==> src/rtl/sdp_cacc2sdp_rx_pkg.sv <==
// Shared constants and payload layout for the CACC-to-SDP receiver.
// Optional perf counters elsewhere are enabled with SDP_CACC_RX_PERF_EN.
package sdp_cacc_rx_pkg;

  localparam int CACC2SDP_PD_W  = 514;
  localparam int ELEM_W         = 32;
  localparam int ELEMS_PER_LINE = 16;
  localparam int BATCH_END_BIT  = 512;
  localparam int LAYER_END_BIT  = 513;

  // Field order puts layerEnd at bit 513, batchEnd at 512, element i at [32i+31:32i].
  typedef struct packed {
    logic                                        layerEnd;
    logic                                        batchEnd;
    logic [ELEMS_PER_LINE-1:0][ELEM_W-1:0]       elems;
  } cacc2sdp_pd_t;

  function automatic int beatsPerLine(input int outElems);
    return ELEMS_PER_LINE / outElems;
  endfunction

endpackage

==> src/rtl/sdp_cacc2sdp_rx_if.sv <==
// Stream bundle between CACC output, the SDP receiver and the SDP datapath.
// Perf counters (SDP_CACC_RX_PERF_EN) are plain ports on the top, not part of this bundle.
interface sdp_cacc2sdp_rx_if
  import sdp_cacc_rx_pkg::*;
#(
  parameter int OUT_ELEMS = 4
) ();

  logic                          cacc2sdp_valid;
  logic                          cacc2sdp_ready;
  logic [CACC2SDP_PD_W-1:0]      cacc2sdp_pd;
  logic                          sdp_dp_valid;
  logic                          sdp_dp_ready;
  logic [ELEM_W*OUT_ELEMS-1:0]   sdp_dp_data;
  logic                          sdp_dp_last;
  logic                          sdp_dp_batch_end;
  logic                          sdp_dp_layer_end;
  logic                          sdp_layer_done;
  logic                          rx_idle;

  modport slave (
    input  cacc2sdp_valid, cacc2sdp_pd, sdp_dp_ready,
    output cacc2sdp_ready, sdp_dp_valid, sdp_dp_data, sdp_dp_last,
           sdp_dp_batch_end, sdp_dp_layer_end, sdp_layer_done, rx_idle
  );

  modport master (
    output cacc2sdp_valid, cacc2sdp_pd, sdp_dp_ready,
    input  cacc2sdp_ready, sdp_dp_valid, sdp_dp_data, sdp_dp_last,
           sdp_dp_batch_end, sdp_dp_layer_end, sdp_layer_done, rx_idle
  );

endinterface

==> src/rtl/sdp_cacc2sdp_rx_fifo.sv <==
// DEPTH-entry synchronous FIFO holding whole accumulator lines; head is read
// straight from registered storage, so a push is visible one cycle later.
module sdp_cacc_rx_fifo
  import sdp_cacc_rx_pkg::*;
#(
  parameter int DEPTH = 4,
  parameter int WIDTH = CACC2SDP_PD_W
) (
  input  logic             clk,
  input  logic             rst,
  input  logic             i_push,
  input  logic [WIDTH-1:0] i_data,
  input  logic             i_pop,
  output logic [WIDTH-1:0] o_data,
  output logic             o_full,
  output logic             o_empty
);

  localparam int PW = (DEPTH > 1) ? $clog2(DEPTH) : 1;
  localparam int CW = $clog2(DEPTH + 1);

  logic [WIDTH-1:0] r_mem [DEPTH];
  logic [PW-1:0]    r_wrPtr;
  logic [PW-1:0]    r_rdPtr;
  logic [CW-1:0]    r_count;
  logic             w_push;
  logic             w_pop;

  assign o_full  = (r_count == CW'(DEPTH));
  assign o_empty = (r_count == '0);
  assign w_push  = i_push && !o_full;
  assign w_pop   = i_pop && !o_empty;
  assign o_data  = r_mem[r_rdPtr];

  // DEPTH is a power of two, so pointers wrap naturally.
  always_ff @(posedge clk) begin
    if (rst) begin
      r_wrPtr <= '0;
      r_rdPtr <= '0;
      r_count <= '0;
    end else begin
      if (w_push) r_wrPtr <= r_wrPtr + PW'(1);
      if (w_pop)  r_rdPtr <= r_rdPtr + PW'(1);
      if (w_push && !w_pop)      r_count <= r_count + CW'(1);
      else if (w_pop && !w_push) r_count <= r_count - CW'(1);
    end
  end

  always_ff @(posedge clk) begin
    if (w_push) r_mem[r_wrPtr] <= i_data;
  end

endmodule

==> src/rtl/sdp_cacc2sdp_rx.sv <==
// SDP receiver for the CACC output stream: buffers lines and unpacks them into beats.
// Define SDP_CACC_RX_PERF_EN to add saturating stall/line performance counters.
module sdp_cacc2sdp_rx
  import sdp_cacc_rx_pkg::*;
#(
  parameter int DEPTH     = 4,
  parameter int OUT_ELEMS = 4
) (
  input  logic                 nvdla_core_clk,
  input  logic                 nvdla_core_rst,
  sdp_cacc2sdp_rx_if.slave     rx
`ifdef SDP_CACC_RX_PERF_EN
  ,
  output logic [31:0]          perf_stall_cnt,
  output logic [31:0]          perf_line_cnt
`endif
);

  localparam int NBEATS  = beatsPerLine(OUT_ELEMS);
  localparam int SLICE_W = ELEM_W * OUT_ELEMS;
  localparam int BW      = (NBEATS > 1) ? $clog2(NBEATS) : 1;
  localparam logic [BW-1:0] LAST_BEAT = BW'(NBEATS - 1);

  logic [CACC2SDP_PD_W-1:0]        w_headRaw;
  cacc2sdp_pd_t                    w_head;
  logic [NBEATS-1:0][SLICE_W-1:0]  w_slices;
  logic                            w_full;
  logic                            w_empty;
  logic                            w_push;
  logic                            w_fire;
  logic                            w_last;
  logic                            w_pop;
  logic [BW-1:0]                   r_beatCnt;
  logic                            r_layerDone;

  sdp_cacc_rx_fifo #(
    .DEPTH (DEPTH),
    .WIDTH (CACC2SDP_PD_W)
  ) u_fifo (
    .clk     (nvdla_core_clk),
    .rst     (nvdla_core_rst),
    .i_push  (w_push),
    .i_data  (rx.cacc2sdp_pd),
    .i_pop   (w_pop),
    .o_data  (w_headRaw),
    .o_full  (w_full),
    .o_empty (w_empty)
  );

  // Ready follows the registered fill level only; held low while reset is applied.
  assign rx.cacc2sdp_ready = !w_full && !nvdla_core_rst;
  assign w_push            = rx.cacc2sdp_valid && rx.cacc2sdp_ready;

  assign w_head   = cacc2sdp_pd_t'(w_headRaw);
  assign w_slices = w_head.elems;
  assign w_last   = (r_beatCnt == LAST_BEAT);
  assign w_fire   = !w_empty && rx.sdp_dp_ready;
  assign w_pop    = w_fire && w_last;

  assign rx.sdp_dp_valid     = !w_empty;
  assign rx.sdp_dp_data      = w_slices[r_beatCnt];
  assign rx.sdp_dp_last      = w_last;
  assign rx.sdp_dp_batch_end = w_last && !w_empty && w_head.batchEnd;
  assign rx.sdp_dp_layer_end = w_last && !w_empty && w_head.layerEnd;
  assign rx.sdp_layer_done   = r_layerDone;
  assign rx.rx_idle          = w_empty && (r_beatCnt == '0);

  always_ff @(posedge nvdla_core_clk) begin
    if (nvdla_core_rst) begin
      r_beatCnt   <= '0;
      r_layerDone <= 1'b0;
    end else begin
      if (w_fire) r_beatCnt <= w_last ? '0 : r_beatCnt + BW'(1);
      r_layerDone <= w_pop && w_head.layerEnd;
    end
  end

`ifdef SDP_CACC_RX_PERF_EN
  logic [31:0] r_stallCnt;
  logic [31:0] r_lineCnt;

  // Both counters stick at all-ones rather than wrapping.
  always_ff @(posedge nvdla_core_clk) begin
    if (nvdla_core_rst) begin
      r_stallCnt <= '0;
      r_lineCnt  <= '0;
    end else begin
      if (rx.cacc2sdp_valid && !rx.cacc2sdp_ready && (r_stallCnt != '1))
        r_stallCnt <= r_stallCnt + 32'd1;
      if (w_pop && (r_lineCnt != '1))
        r_lineCnt <= r_lineCnt + 32'd1;
    end
  end

  assign perf_stall_cnt = r_stallCnt;
  assign perf_line_cnt  = r_lineCnt;
`endif

endmodule

==> src/flat_wrapper.sv <==
// flat-port wrapper written by rule: the top's interface ports become plain ports
module sdp_cacc2sdp_rx_flat import sdp_cacc_rx_pkg::*;
#(
  parameter int DEPTH     = 4,
  parameter int OUT_ELEMS = 4
)
  (nvdla_core_clk, nvdla_core_rst, rx_cacc2sdp_valid, rx_cacc2sdp_pd, rx_sdp_dp_ready, rx_cacc2sdp_ready, rx_sdp_dp_valid, rx_sdp_dp_data, rx_sdp_dp_last, rx_sdp_dp_batch_end, rx_sdp_dp_layer_end, rx_sdp_layer_done, rx_rx_idle);
  sdp_cacc2sdp_rx_if #(.OUT_ELEMS(OUT_ELEMS)) rx_i ();
  input  logic nvdla_core_clk;
  input  logic nvdla_core_rst;
  input wire logic [$bits(rx_i.cacc2sdp_valid)-1:0] rx_cacc2sdp_valid;
  input wire logic [$bits(rx_i.cacc2sdp_pd)-1:0] rx_cacc2sdp_pd;
  input wire logic [$bits(rx_i.sdp_dp_ready)-1:0] rx_sdp_dp_ready;
  output wire logic [$bits(rx_i.cacc2sdp_ready)-1:0] rx_cacc2sdp_ready;
  output wire logic [$bits(rx_i.sdp_dp_valid)-1:0] rx_sdp_dp_valid;
  output wire logic [$bits(rx_i.sdp_dp_data)-1:0] rx_sdp_dp_data;
  output wire logic [$bits(rx_i.sdp_dp_last)-1:0] rx_sdp_dp_last;
  output wire logic [$bits(rx_i.sdp_dp_batch_end)-1:0] rx_sdp_dp_batch_end;
  output wire logic [$bits(rx_i.sdp_dp_layer_end)-1:0] rx_sdp_dp_layer_end;
  output wire logic [$bits(rx_i.sdp_layer_done)-1:0] rx_sdp_layer_done;
  output wire logic [$bits(rx_i.rx_idle)-1:0] rx_rx_idle;
  assign rx_i.cacc2sdp_valid = rx_cacc2sdp_valid;
  assign rx_i.cacc2sdp_pd = rx_cacc2sdp_pd;
  assign rx_i.sdp_dp_ready = rx_sdp_dp_ready;
  assign rx_cacc2sdp_ready = rx_i.cacc2sdp_ready;
  assign rx_sdp_dp_valid = rx_i.sdp_dp_valid;
  assign rx_sdp_dp_data = rx_i.sdp_dp_data;
  assign rx_sdp_dp_last = rx_i.sdp_dp_last;
  assign rx_sdp_dp_batch_end = rx_i.sdp_dp_batch_end;
  assign rx_sdp_dp_layer_end = rx_i.sdp_dp_layer_end;
  assign rx_sdp_layer_done = rx_i.sdp_layer_done;
  assign rx_rx_idle = rx_i.rx_idle;
  sdp_cacc2sdp_rx #(.DEPTH(DEPTH), .OUT_ELEMS(OUT_ELEMS)) u_core (.nvdla_core_clk(nvdla_core_clk), .nvdla_core_rst(nvdla_core_rst), .rx(rx_i));
endmodule
==> config.mk <==
export PLATFORM = sky130hd
export DESIGN_NAME = sdp_cacc2sdp_rx_flat
export DESIGN_NICKNAME = d
export VERILOG_FILES = /design/src/rtl/sdp_cacc2sdp_rx_pkg.sv /design/src/rtl/sdp_cacc2sdp_rx_if.sv /design/src/rtl/sdp_cacc2sdp_rx_fifo.sv /design/src/rtl/sdp_cacc2sdp_rx.sv /design/src/flat_wrapper.sv
export SDC_FILE = /design/constraint.sdc
export NUM_CORES = 2
export LEC_CHECK = 0
export CAP_MARGIN = 10
export CORE_UTILIZATION = 33
export CTS_CLUSTER_SIZE = 25
export DETAILED_ROUTE_END_ITERATION = 16
export SYNTH_ARGS = -nofsm -noshare
export SYNTH_HDL_FRONTEND = slang
export SYNTH_SLANG_ARGS = --single-unit
==> constraint.sdc <==
create_clock -name nvdla_core_clk -period 23.3 [get_ports nvdla_core_clk]
set_input_delay 4.66 -clock nvdla_core_clk [delete_from_list [all_inputs] [get_ports nvdla_core_clk]]
set_output_delay 4.66 -clock nvdla_core_clk [all_outputs]
set_load 0.05 [all_outputs]
# Yosys cells after proc, flatten, opt, wreduce, memory -nomap -nowiden
# Memory sizes are Yosys's and may differ from the RTL's. A register that Yosys moved wholly into a read port is not among the register bits.
# Cells that the tools add are included.
[totals]
inputBits = 518
mem_bits_rw = 2056
elab_cells = 44
ff_bits = 10
out_inout_bits = 135
n_memories = 1
[memory_table]
columns = ["name", "words", "width", "rd", "rd_clocked_by_memory_dff", "wr", "line_no", "text"]
rows = [
  ["u_core.u_fifo.r_mem", 4, 514, 1, 1, 1, "sdp_cacc2sdp_rx_fifo.sv:22", "logic [WIDTH-1:0] r_mem [DEPTH];"],
]
[op_classes]
n_eq_ne = 2
n_lt_le_gt_ge = 1
n_mux = 9
reduce_logical = 21
add_sub_neg = 5
[op_table]
columns = ["cell", "n"]
rows = [
  ["$bmux 128 s2", 1],
  ["$mux 128", 1],
  ["$logic_and 1x1->1", 13],
  ["$add 2x1->2 const B", 3],
  ["$mux 2", 3],
  ["$mux 3", 2],
  ["$logic_not 1->1", 5],
  ["$add 3x1->3 const B", 1],
  ["$eq 3x3->1 const B", 1],
  ["$logic_not 3->1", 1],
  ["$lt 2x3->1 const B", 1],
  ["$sub 3x1->3 const B", 1],
  ["$eq 2x2->1 const B", 1],
  ["$logic_not 2->1", 1],
  ["$mux 1", 2],
  ["$reduce_bool 2->1", 1],
]

# Logic depth before layout (Yosys ltp)
[logic_depth]
word_depth = 9
ltp_mapped = 9
mapped_depth_nobuf = 8

# Cells and area by module
# From an unflattened synthesis, not the netlist that was laid out.
[unflattened]
cells_unflattened = 2912
hier_area_um2 = 77948.5
[modules_own_cells]
columns = ["mod", "seq_area_each_um2", "cells_each", "area_per_inst_um2", "n_inst"]
rows = [
  ["sdp_cacc_rx_fifo", 61919.4, 2732, 74657.9, 1],
  ["sdp_cacc2sdp_rx", 60.1, 180, 3290.7, 1],
]

# Worst setup path after synthesis
# No wires, ideal clock.
[synth_path]
path_kind = "input -> register"
from = "input rx_cacc2sdp_valid"
to = "memory u_core.u_fifo.r_mem[0][0] (netlist bit) (enable)"
arrival_ns = 16.713
setup_ns = 0.946
required_time_ns = 22.354
path_stages = 3
n_path_buf = 0
path_slack_ns = 5.641
path_cell_list = "inv_1 a211oi_2 and2_1"
[synth_between]
elab_chain_len = 4
[synth_lines]
columns = ["element", "line_no", "text"]
rows = [
  ["start: declaration", "flat_wrapper.sv:11", "input wire logic [$bits(rx_i.cacc2sdp_valid)-1:0] rx_cacc2sdp_valid;"],
  ["$logic_and 1x1->1", "sdp_cacc2sdp_rx.sv:52", "assign w_push = rx.cacc2sdp_valid && rx.cacc2sdp_ready;"],
  ["$logic_and 1x1->1", "sdp_cacc2sdp_rx_fifo.sv:31", "assign w_push = i_push && !o_full;"],
  ["net u_core.u_fifo.w_push", "sdp_cacc2sdp_rx_fifo.sv:26", "logic w_push;"],
  ["$mux 1", "sdp_cacc2sdp_rx_fifo.sv:50", "if (w_push) r_mem[r_wrPtr] <= i_data;"],
  ["$mux 1 (not written as such)", "sdp_cacc2sdp_rx_fifo.sv:50", ""],
  ["end: declaration", "sdp_cacc2sdp_rx_fifo.sv:22", ""],
]
# The timed path passes the listed nets, and every way through them passes these cells.

==> reports/results.txt <==
DR DRC count = 0
Slew Limit Headroom = 0.2522
Post CTS Setup Buffer Count = 0
first-pass GRT wire length = 258,000 um
Clock Tree Buf Depth = 3
Routed Antenna Nets = 0
Die ar. = 237,400 sq um
final setup fails = 0
Max-Cap Viols = 0
clk slew on worst S/H paths = 0.06 ns
Warnings, synthesis = 0
Worst setup SP type = flop
number of gates resized after CTS = 0
Worst R2R Path Depth = 6
CP Capture Type = primary output
global-route usage over all layers = 0.1494
worst skew pair latency = 0.86 ns
# IOs = 653
RSZ-0062 raised after global routing = false
status = completed
Hold Crit Start = u_core.u_fifo.r_rdPtr[0]
crit-path max FO = 85
DR iter-0 viols = 2,183
Worst IR Drop VDD = 0.07685 mV
pwr dens = 85.50 nW/um^2
WHS Path Cells = 2
pin count of the biggest net entering global routing = 142
GRT Residual Overflow = 0
Synth area leader = edfxtp_1
CTS tree = yes
cts bufs inserted = 212
hold crit path type = flop to flop
worst r2r src = u_core.u_fifo.r_count[0]
distinct cell type count after synthesis = 33
port bufs = 652
CP Class = flop to primary output
initial antenna violation count = 106
Slew Viols, Final = 0
die width = 487.2 um
hold_buf cts = 0
layout cells sized above 1 = 0.2458
# rows = 177
vias per cell = 4.907
post-route setup slack = 11.71 ns
top cell type's share of synthesized area = 0.7946
DP HPWL = 107,900 um
H-tree depth = 4
vias in the first global route = 36,730
Synth Register Bits = 2,068
initial core utilization = 0.3329
min Tclk post-route = 11.59 ns
post-placement setup slack = 12.28 ns
Fmax achieved = 86.26 MHz
Critical Path AT = 6.93 ns
CP required = 18.64 ns
sequential cell area fraction in the yosys report = 0.7977
clk sinks = 2,068
Syn Std Cell Area = 77,700 sq um
Worst Clk Skew = 0.06810 ns
R2R Setup Slk = 18.65 ns
layout net count = 4,300
worst hold slack = 0.5381 ns
leakage power = 28.53 nW
fillers = 20,390
net count after synthesis = 3,529
part of the cycle the worst path needs = 0.4975
Tightest Pin Transition = 1.122 ns
post-route setup TNS = 0 ns
Area Growth Syn to Fin = 21.99%
first-pass iteration count of the detailed router = 7
most frequent cells in the layout = edfxtp_1 (2,056), clkdlybuf4s50_1 (652), mux4_2 (607)
Routed wire per std cell = 25.20 um
Die Height = 487.2 um
syn avg cell area = 25.87 sq um
Root Buffer = clkbuf_16
WL final = 179,000 um
GP Congestion = 0.7383
Fin. Hold Viols = 0
top cells by area, synth = edfxtp_1 (79%), mux4_2 (18%), buf_2 (0.50%), mux2i_1 (0.48%), dfxtp_1 (0.31%)
core area = 233,400 sq um
Mapped Cells = 3,003
via count = 34,860
most common cell after layout, fill and taps aside = edfxtp_1
kinds of logic after synthesis:
logic type | Yosys count | synth area share
xor+xnor | 5 | 0.0005636
simple gates | 60 | 0.003607
fa+ha+maj | 8 | 0.001385
flops | 2068 | 0.7977
buf+inv | 159 | 0.01071
compound gates | 59 | 0.005330
mux | 644 | 0.1807
path summary, 6_finish.rpt:
kind / endpoint
hold reg to reg: u_core.u_fifo.r_rdPtr[0]
hold / removal: u_core.u_fifo.r_rdPtr[0]
setup reg to reg: u_core.u_fifo.r_mem[2][472]
setup / recovery: rx_sdp_dp_data[13]
area by class of cell:
| class | instances | area [sq um] | area share |
|---|---|---|---|
| Sequential cell | 2068 | 61990 | 0.6540 |
| Timing Repair Buffer | 709 | 7067 | 0.07455 |
| Multi-Input combinational cell | 776 | 14900 | 0.1572 |
| Inverter | 7 | 33.78 | 0.0003564 |
| Antenna cell | 25 | 62.56 | 0.0006600 |
| Clock inverter | 121 | 1267 | 0.01337 |
| Tap cell | 3132 | 3919 | 0.04134 |
| Clock buffer | 266 | 5549 | 0.05854 |
state kept, by name, summed over array words and instances, names as in the netlist, named ones only:
signal                    flops
u_core.u_fifo.r_wrPtr         2
u_core.r_beatCnt              2
u_core.u_fifo.r_mem        2056
u_core.u_fifo.r_count         3
u_core.u_fifo.r_rdPtr         2
u_core.rx.sdp_layer_done      1
power by group:
part           switching, mW  internal, mW
Combinational          0.334         0.233
Sequential            0.0251          4.21
Clock                   1.43          1.87
Yosys cell counts:
cell type / instances
nand2_1: 21
buf_2: 77
a31oi_1: 8
edfxtp_1: 2056
clkinv_1: 1
a211oi_1: 8
nand4_1: 1
and3_1: 2
and3b_1: 1
dfxtp_1: 12
o22ai_1: 9
clkbuf_1: 40
ha_1: 7
xor2_1: 4
fa_1: 1
nor2_1: 17
o21ai_0: 1
mux2i_1: 37
and2_1: 4
a21oi_1: 13
buf_6: 8
mux4_2: 607
o221ai_1: 18
buf_4: 21
a211oi_2: 1
nand3_1: 2
nor2b_1: 8
inv_1: 6
or3_1: 3
o31ai_1: 1
xnor2_1: 1
buf_1: 6
nand2b_1: 1
worst max-delay path: stages (launching register included):
cell and delay [ns]:
dfxtp_4 0.79, buf_12 0.57, buf_4 0.64, buf_4 0.62
buf_4 0.68, buf_4 0.66, mux4_2 0.59, mux4_2 0.53
clkdlybuf4s50_1 0.75
metal layers:
| metal | GRT usage | vias up | wire (um) |
|---|---|---|---|
| li1 | - | 14780 | - |
| met1 | 0.1872 | 18570 | 71970 |
| met2 | 0.2356 | 991 | 85930 |
| met3 | 0.05965 | 380 | 15650 |
| met4 | 0.04854 | 136 | 4557 |
| met5 | 0 | - | 912 |
per-stage QoR:
stage	total power, mW	area (sq um)	instances	utilization
after floorplan	4.664	77700	3003	-
after global placement	4.881	87910	6692	0.3766
after detailed placement	4.893	87910	6692	0.3766
after CTS	8.217	94720	7079	0.4058
after global routing	8.370	94770	7098	0.4060
final	8.104	94790	7104	0.4061
(Power assumes the default switching activity.)
